===== src/rtl/div16_pkg.sv =====
// ============================================================================
//  div16_pkg : shared widths, step count and FSM state type for div_16_bit
//  Revision  : 1.0 - initial release
// ============================================================================
`default_nettype none

package div16_pkg;

  localparam int DIVIDEND_W = 16;
  localparam int DIVISOR_W  = 8;
  localparam int REM_W      = 17;
  localparam int STEPS      = 16;
  localparam int CNT_W      = 5;

  typedef enum logic {
    IDLE = 1'b0,
    RUN  = 1'b1
  } state_e;

endpackage : div16_pkg

`default_nettype wire


===== src/rtl/div16_step.sv =====
// ============================================================================
//  div16_step : one combinational radix-2 restoring division step
//  Revision   : 1.0 - initial release
// ============================================================================
`default_nettype none

module div16_step
  import div16_pkg::*;
(
  input  logic [REM_W-1:0]     rem_in,
  input  logic                 dividend_bit,
  input  logic [DIVISOR_W-1:0] divisor,
  output logic [REM_W-1:0]     rem_out,
  output logic                 q_bit
);

  // One extra top bit keeps the compare exact even when divisor is zero and
  // the partial remainder keeps growing.
  logic [REM_W:0] shifted;

  assign shifted = {rem_in, dividend_bit};
  assign q_bit   = (shifted >= {{(REM_W + 1 - DIVISOR_W){1'b0}}, divisor});
  assign rem_out = q_bit ? (shifted[REM_W-1:0] - {{(REM_W - DIVISOR_W){1'b0}}, divisor})
                         : shifted[REM_W-1:0];

endmodule : div16_step

`default_nettype wire


===== src/rtl/div_16_bit.sv =====
// ============================================================================
//  div_16_bit : iterative 16/8 unsigned restoring divider, 16-cycle latency
//               Optional DIV16_DBZ_EN adds a registered divide-by-zero flag.
//  Revision   : 1.0 - initial release
// ============================================================================
`default_nettype none

module div_16_bit
  import div16_pkg::*;
(
  input  logic                  clk,
  input  logic                  rst,
  input  logic                  start,
  input  logic [DIVIDEND_W-1:0] A,
  input  logic [DIVISOR_W-1:0]  B,
  output logic [DIVIDEND_W-1:0] result,
  output logic [DIVIDEND_W-1:0] odd,
  output logic                  busy,
  output logic                  done
`ifdef DIV16_DBZ_EN
  ,
  output logic                  dbz
`endif
);

  localparam logic [CNT_W-1:0] LAST_STEP = CNT_W'(STEPS - 1);

  state_e                  state_q;
  logic [CNT_W-1:0]        cnt_q;
  logic [REM_W-1:0]        rem_q;
  logic [DIVIDEND_W-1:0]   dvd_q;     // dividend bits shift out, quotient bits shift in
  logic [DIVISOR_W-1:0]    dvs_q;
  logic [DIVIDEND_W-1:0]   result_q;
  logic [DIVIDEND_W-1:0]   odd_q;
  logic                    busy_q;
  logic                    done_q;

  logic [REM_W-1:0]        rem_d;
  logic                    qbit_d;
  logic [DIVIDEND_W-1:0]   quo_d;

  div16_step u_step (
    .rem_in       (rem_q),
    .dividend_bit (dvd_q[DIVIDEND_W-1]),
    .divisor      (dvs_q),
    .rem_out      (rem_d),
    .q_bit        (qbit_d)
  );

  assign quo_d = {dvd_q[DIVIDEND_W-2:0], qbit_d};

  always_ff @(posedge clk) begin
    if (rst) begin
      state_q  <= IDLE;
      cnt_q    <= '0;
      rem_q    <= '0;
      dvd_q    <= '0;
      dvs_q    <= '0;
      result_q <= '0;
      odd_q    <= '0;
      busy_q   <= 1'b0;
      done_q   <= 1'b0;
    end else begin
      done_q <= 1'b0;
      case (state_q)
        IDLE: begin
          if (start) begin
            dvd_q   <= A;
            dvs_q   <= B;
            cnt_q   <= '0;
            rem_q   <= '0;
            busy_q  <= 1'b1;
            state_q <= RUN;
          end
        end
        RUN: begin
          rem_q <= rem_d;
          dvd_q <= quo_d;
          cnt_q <= cnt_q + 1'b1;
          if (cnt_q == LAST_STEP) begin
            result_q <= quo_d;
            odd_q    <= rem_d[DIVIDEND_W-1:0];
            done_q   <= 1'b1;
            busy_q   <= 1'b0;
            state_q  <= IDLE;
          end
        end
        default: state_q <= IDLE;
      endcase
    end
  end

`ifdef DIV16_DBZ_EN
  logic dbz_q;

  always_ff @(posedge clk) begin
    if (rst) begin
      dbz_q <= 1'b0;
    end else if (state_q == RUN && cnt_q == LAST_STEP) begin
      dbz_q <= (dvs_q == '0);
    end
  end

  assign dbz = dbz_q;
`endif

  assign result = result_q;
  assign odd    = odd_q;
  assign busy   = busy_q;
  assign done   = done_q;

endmodule : div_16_bit

`default_nettype wire


===== config.mk =====
export PLATFORM = sky130hd
export DESIGN_NAME = div_16_bit
export DESIGN_NICKNAME = d
export VERILOG_FILES = /design/src/rtl/div16_pkg.sv /design/src/rtl/div16_step.sv /design/src/rtl/div_16_bit.sv
export SDC_FILE = /design/constraint.sdc
export NUM_CORES = 1
export LEC_CHECK = 0
export CELL_PAD_IN_SITES_DETAIL_PLACEMENT = 0
export CELL_PAD_IN_SITES_GLOBAL_PLACEMENT = 2
export CORE_MARGIN = 2
export CORE_UTILIZATION = 31
export CTS_BUF_LIST = sky130_fd_sc_hd__clkbuf_4 sky130_fd_sc_hd__clkbuf_8
export DETAILED_ROUTE_END_ITERATION = 10
export GPL_TIMING_DRIVEN = 0
export HOLD_SLACK_MARGIN = 0.06
export PLACE_DENSITY = 0.89
export SLEW_MARGIN = 15
export SYNTH_ARGS = -nofsm -noshare
export SYNTH_HDL_FRONTEND = slang
export SYNTH_HIERARCHICAL = 1
export SYNTH_SLANG_ARGS = --single-unit

===== constraint.sdc =====
create_clock -name clk -period 2.3 [get_ports clk]
set_input_delay 0.46 -clock clk [delete_from_list [all_inputs] [get_ports clk]]
set_output_delay 0.46 -clock clk [all_outputs]
set_load 0.05 [all_outputs]

==> results of run 1 <==
## synth_stat cells, types with 9 or more instances
cell      n  share of area
dfxtp_1  81           0.42
a22o_1   32          0.073
inv_1    13          0.013
o21ai_0  10          0.013
nand2_1  21          0.021
ha_1     11          0.036
nor2_1   43          0.042
mux2i_1  18          0.047
buf_4    10          0.020
buf_2     9          0.012
a21oi_1  34          0.044
nor3b_1  18          0.035
mux2_2    9          0.026
## worst register-to-register path: stages (launching register included)
cell and delay, ps:
dfxtp_2 340, inv_2 70, ha_4 130, inv_2 30, fa_2 370, a211oi_2 240
o211ai_1 150, a21o_2 220, or2_1 210, buf_6 140, buf_6 130, a31o_1 190
a22o_1 220
## through the flow
step	cells	TNS, ps
floorplan	396	-740
global placement	602	-7060
detailed placement	602	-7520
CTS	626	-6170
global route	630	-8900
finish	630	-5250
## layer usage
metal / GRT usage / wire (microns) / part of all wire / vias to the layer above
met5: 0 / 0 / 0 / -
met4: 0.0402 / 111 / 0.011 / 0
met3: 0.0469 / 535 / 0.054 / 11
met2: 0.232 / 4200 / 0.43 / 79
met1: 0.211 / 4970 / 0.51 / 1478
li1: - / - / - / 1574
## layout make-up
| type | instances | area share |
|---|---|---|
| multi-input combinational | 276 | 0.415 |
| sequential | 81 | 0.318 |
| timing repair buffer | 71 | 0.138 |
| tap | 147 | 0.0360 |
| buffer | 26 | 0.0353 |
| clock buffer | 9 | 0.0242 |
| clock inverter | 7 | 0.0242 |
| inverter | 13 | 0.00955 |
## power breakdown
part	switching (W)	internal, W
combinational	0.00232	0.00233
clock	0.000575	0.000735
sequential	0.000166	0.00157
total	0.00306	0.00464
## cells by family after synthesis
kind of cell,after synthesis,share of synthesized area
adders and majority gates,12,0.0412
DFF,81,0.424
and+or+nand+nor,117,0.159
AOI/OAI and AO/OA,98,0.180
xor gates and xnor gates,9,0.0206
buffers and inverters,39,0.0589
muxes,40,0.117
## final timing paths
| check | endpoint | slack (ps) | cells past startpoint |
|---|---|---|---|
| worst max-delay path | odd[7] | -240 | 12 |
| worst min-delay path | dvs_q[1] | 460 | 2 |
| worst min register to register | dvs_q[1] | 460 | 2 |
| worst max register to register | odd[7] | -240 | 12 |
## sequential cells by signal (all words and copies together), names as in the netlist
name     flops
dvs_q        8
odd         16
rem_q       17
done         1
busy         1
result      16
cnt_q        5
state_q      1
dvd_q       16
## what timing repair did
| action | in CTS | in global routing |
|---|---|---|
| resized for setup | 22 | 6 |
| buffers inserted | 8 | 4 |
| pin swaps | 9 | 7 |
| endpoints found under the setup margin | 32 | 35 |
==> impl_metrics.toml, run 1 <==
[place]
place.gp.congestion = 0.811
dp.final_hpwl_microns = 6720
io_buffers = 59
dp_slack_ps = -341
placed_area_sq_um = 4640

[synthesis]
syn_nets = 435
synth_warnings = 6
synth_seq_area_share = 0.424
syn_inst = 396
synthFlopType = "dfxtp_1"
synth-edff-count = 0
synth_async_sr_flop_share = 0
syn_avg_cell_area_sq_um = 9.66
synth-seq-cells = 81
synth_area_sq_um = 3820
yosys.cell_types.count = 53

[timing]
setup_ws_ps = -243
fin_worst_hold_slack_ps = 462
rsz0062_at_grt = "true"
min_period_ps = 2540
fin_crit_sh = 1.11
finalHoldViolCount = 0
worst_pin_slew_ps = 642
setup_viol = 31
fmax_ghz = 0.393
maxSlewViolCount = 0
relSlewSlack = 0.572
clock_skew_ps = 11.8

[routing]
routed_via_density = 4.99
routed_wl_microns = 9820
drt_iter0_markers = 198
drt-pass1-iter-count = 4
route.detailed.drc = 0
vias = 3142
wl_per_cell_microns = 15.6
drtAntennaViolNets = 0

[grt]
grt_pass1_vias = 3111
grt_usage = 0.153
grt_pass1_wl_microns = 16000
grt_max_degree = 16
antenna_found_initial = 0
overflow = 0

[setup_path]
critPathLaunchType = "flop"
cpPeakStageDelay_ps = 370
worst_path_dominant_cell_family = "compound AO/OA/AOI/OAI gates"
worstPathArrival_ps = 2810
critPathCaptureType = "flop"
path_max_fanout = 6
crit_buf_inv = 4
crit_type = "flop to flop"
timing.rr.start = "dvd_q[15]"
critPathRequiredTime_ps = 2570
startpoint = "dvd_q[15]"
cp_cell_sequence = "inv_2, ha_4, inv_2, fa_2, a211oi_2, o211ai_1, a21o_2, or2_1, buf_6, buf_6, a31o_1, a22o_1"
slowest_stage = "fa_2"

[clock_network]
clock-root-buffer = "clkbuf_8"
numCtsBuffers = 9
cts_tree = "done"
clk-insertion-delay-late_ps = 370
hold_buffers = 0
htree_num_levels = 3
cts.sinks = 81
path_clk_slew_ps = 90
clockBufferDepth = 2

[layout]
multi_input_area_sq_um = 2120
fin_area_sq_um = 5110
drive_above_1_share = 0.215
fin_util = 0.425
regArea_sq_um = 1630
layout_common_cells = "dfxtp_1 (77), clkdlybuf4s50_1 (59), nor2_1 (43)"
area_growth_pct = 33.6
nFillCells = 1217
n_antenna_cell = 0
final_common_cell = "dfxtp_1"
nNetsFinal = 517

[pwr]
p_per_area_nw_per_um2 = 1510
ir_drop_mv = 0.859
power_w = 0.00771
p_leak_nw = 2.00

[die]
initial_core_util = 0.318
boundaryPins = 61
floorplan.rows = 40
die-area_sq_um = 13200
fp.coreArea_sq_um = 12000
fp.dieH_microns = 115
die_x_microns = 115

[worst_hold_path]
hold_path_class = "flop to flop"
hold_start = "dvs_q[1]"

[outcome]
violations = "setup timing"
status = "finished with violations"

[job]
cap_violations = 0
(Power assumes the default switching activity.)
==> run 2: changes to the inputs <==
--- a/config.mk
+++ b/config.mk
@@ -5,12 +5,14 @@
 export SDC_FILE = /design/constraint.sdc
 export NUM_CORES = 1
 export LEC_CHECK = 0
+export ABC_CLOCK_PERIOD_IN_PS = 2300
 export CELL_PAD_IN_SITES_DETAIL_PLACEMENT = 0
 export CELL_PAD_IN_SITES_GLOBAL_PLACEMENT = 2
 export CORE_MARGIN = 2
 export CORE_UTILIZATION = 31
 export CTS_BUF_LIST = sky130_fd_sc_hd__clkbuf_4 sky130_fd_sc_hd__clkbuf_8
 export DETAILED_ROUTE_END_ITERATION = 10
+export GPL_ROUTABILITY_DRIVEN = 1
 export GPL_TIMING_DRIVEN = 0
 export HOLD_SLACK_MARGIN = 0.06
 export PLACE_DENSITY = 0.89
==> results of run 2 <==
Same layout as run 1: the final DEF is identical, and so are final timing and power.
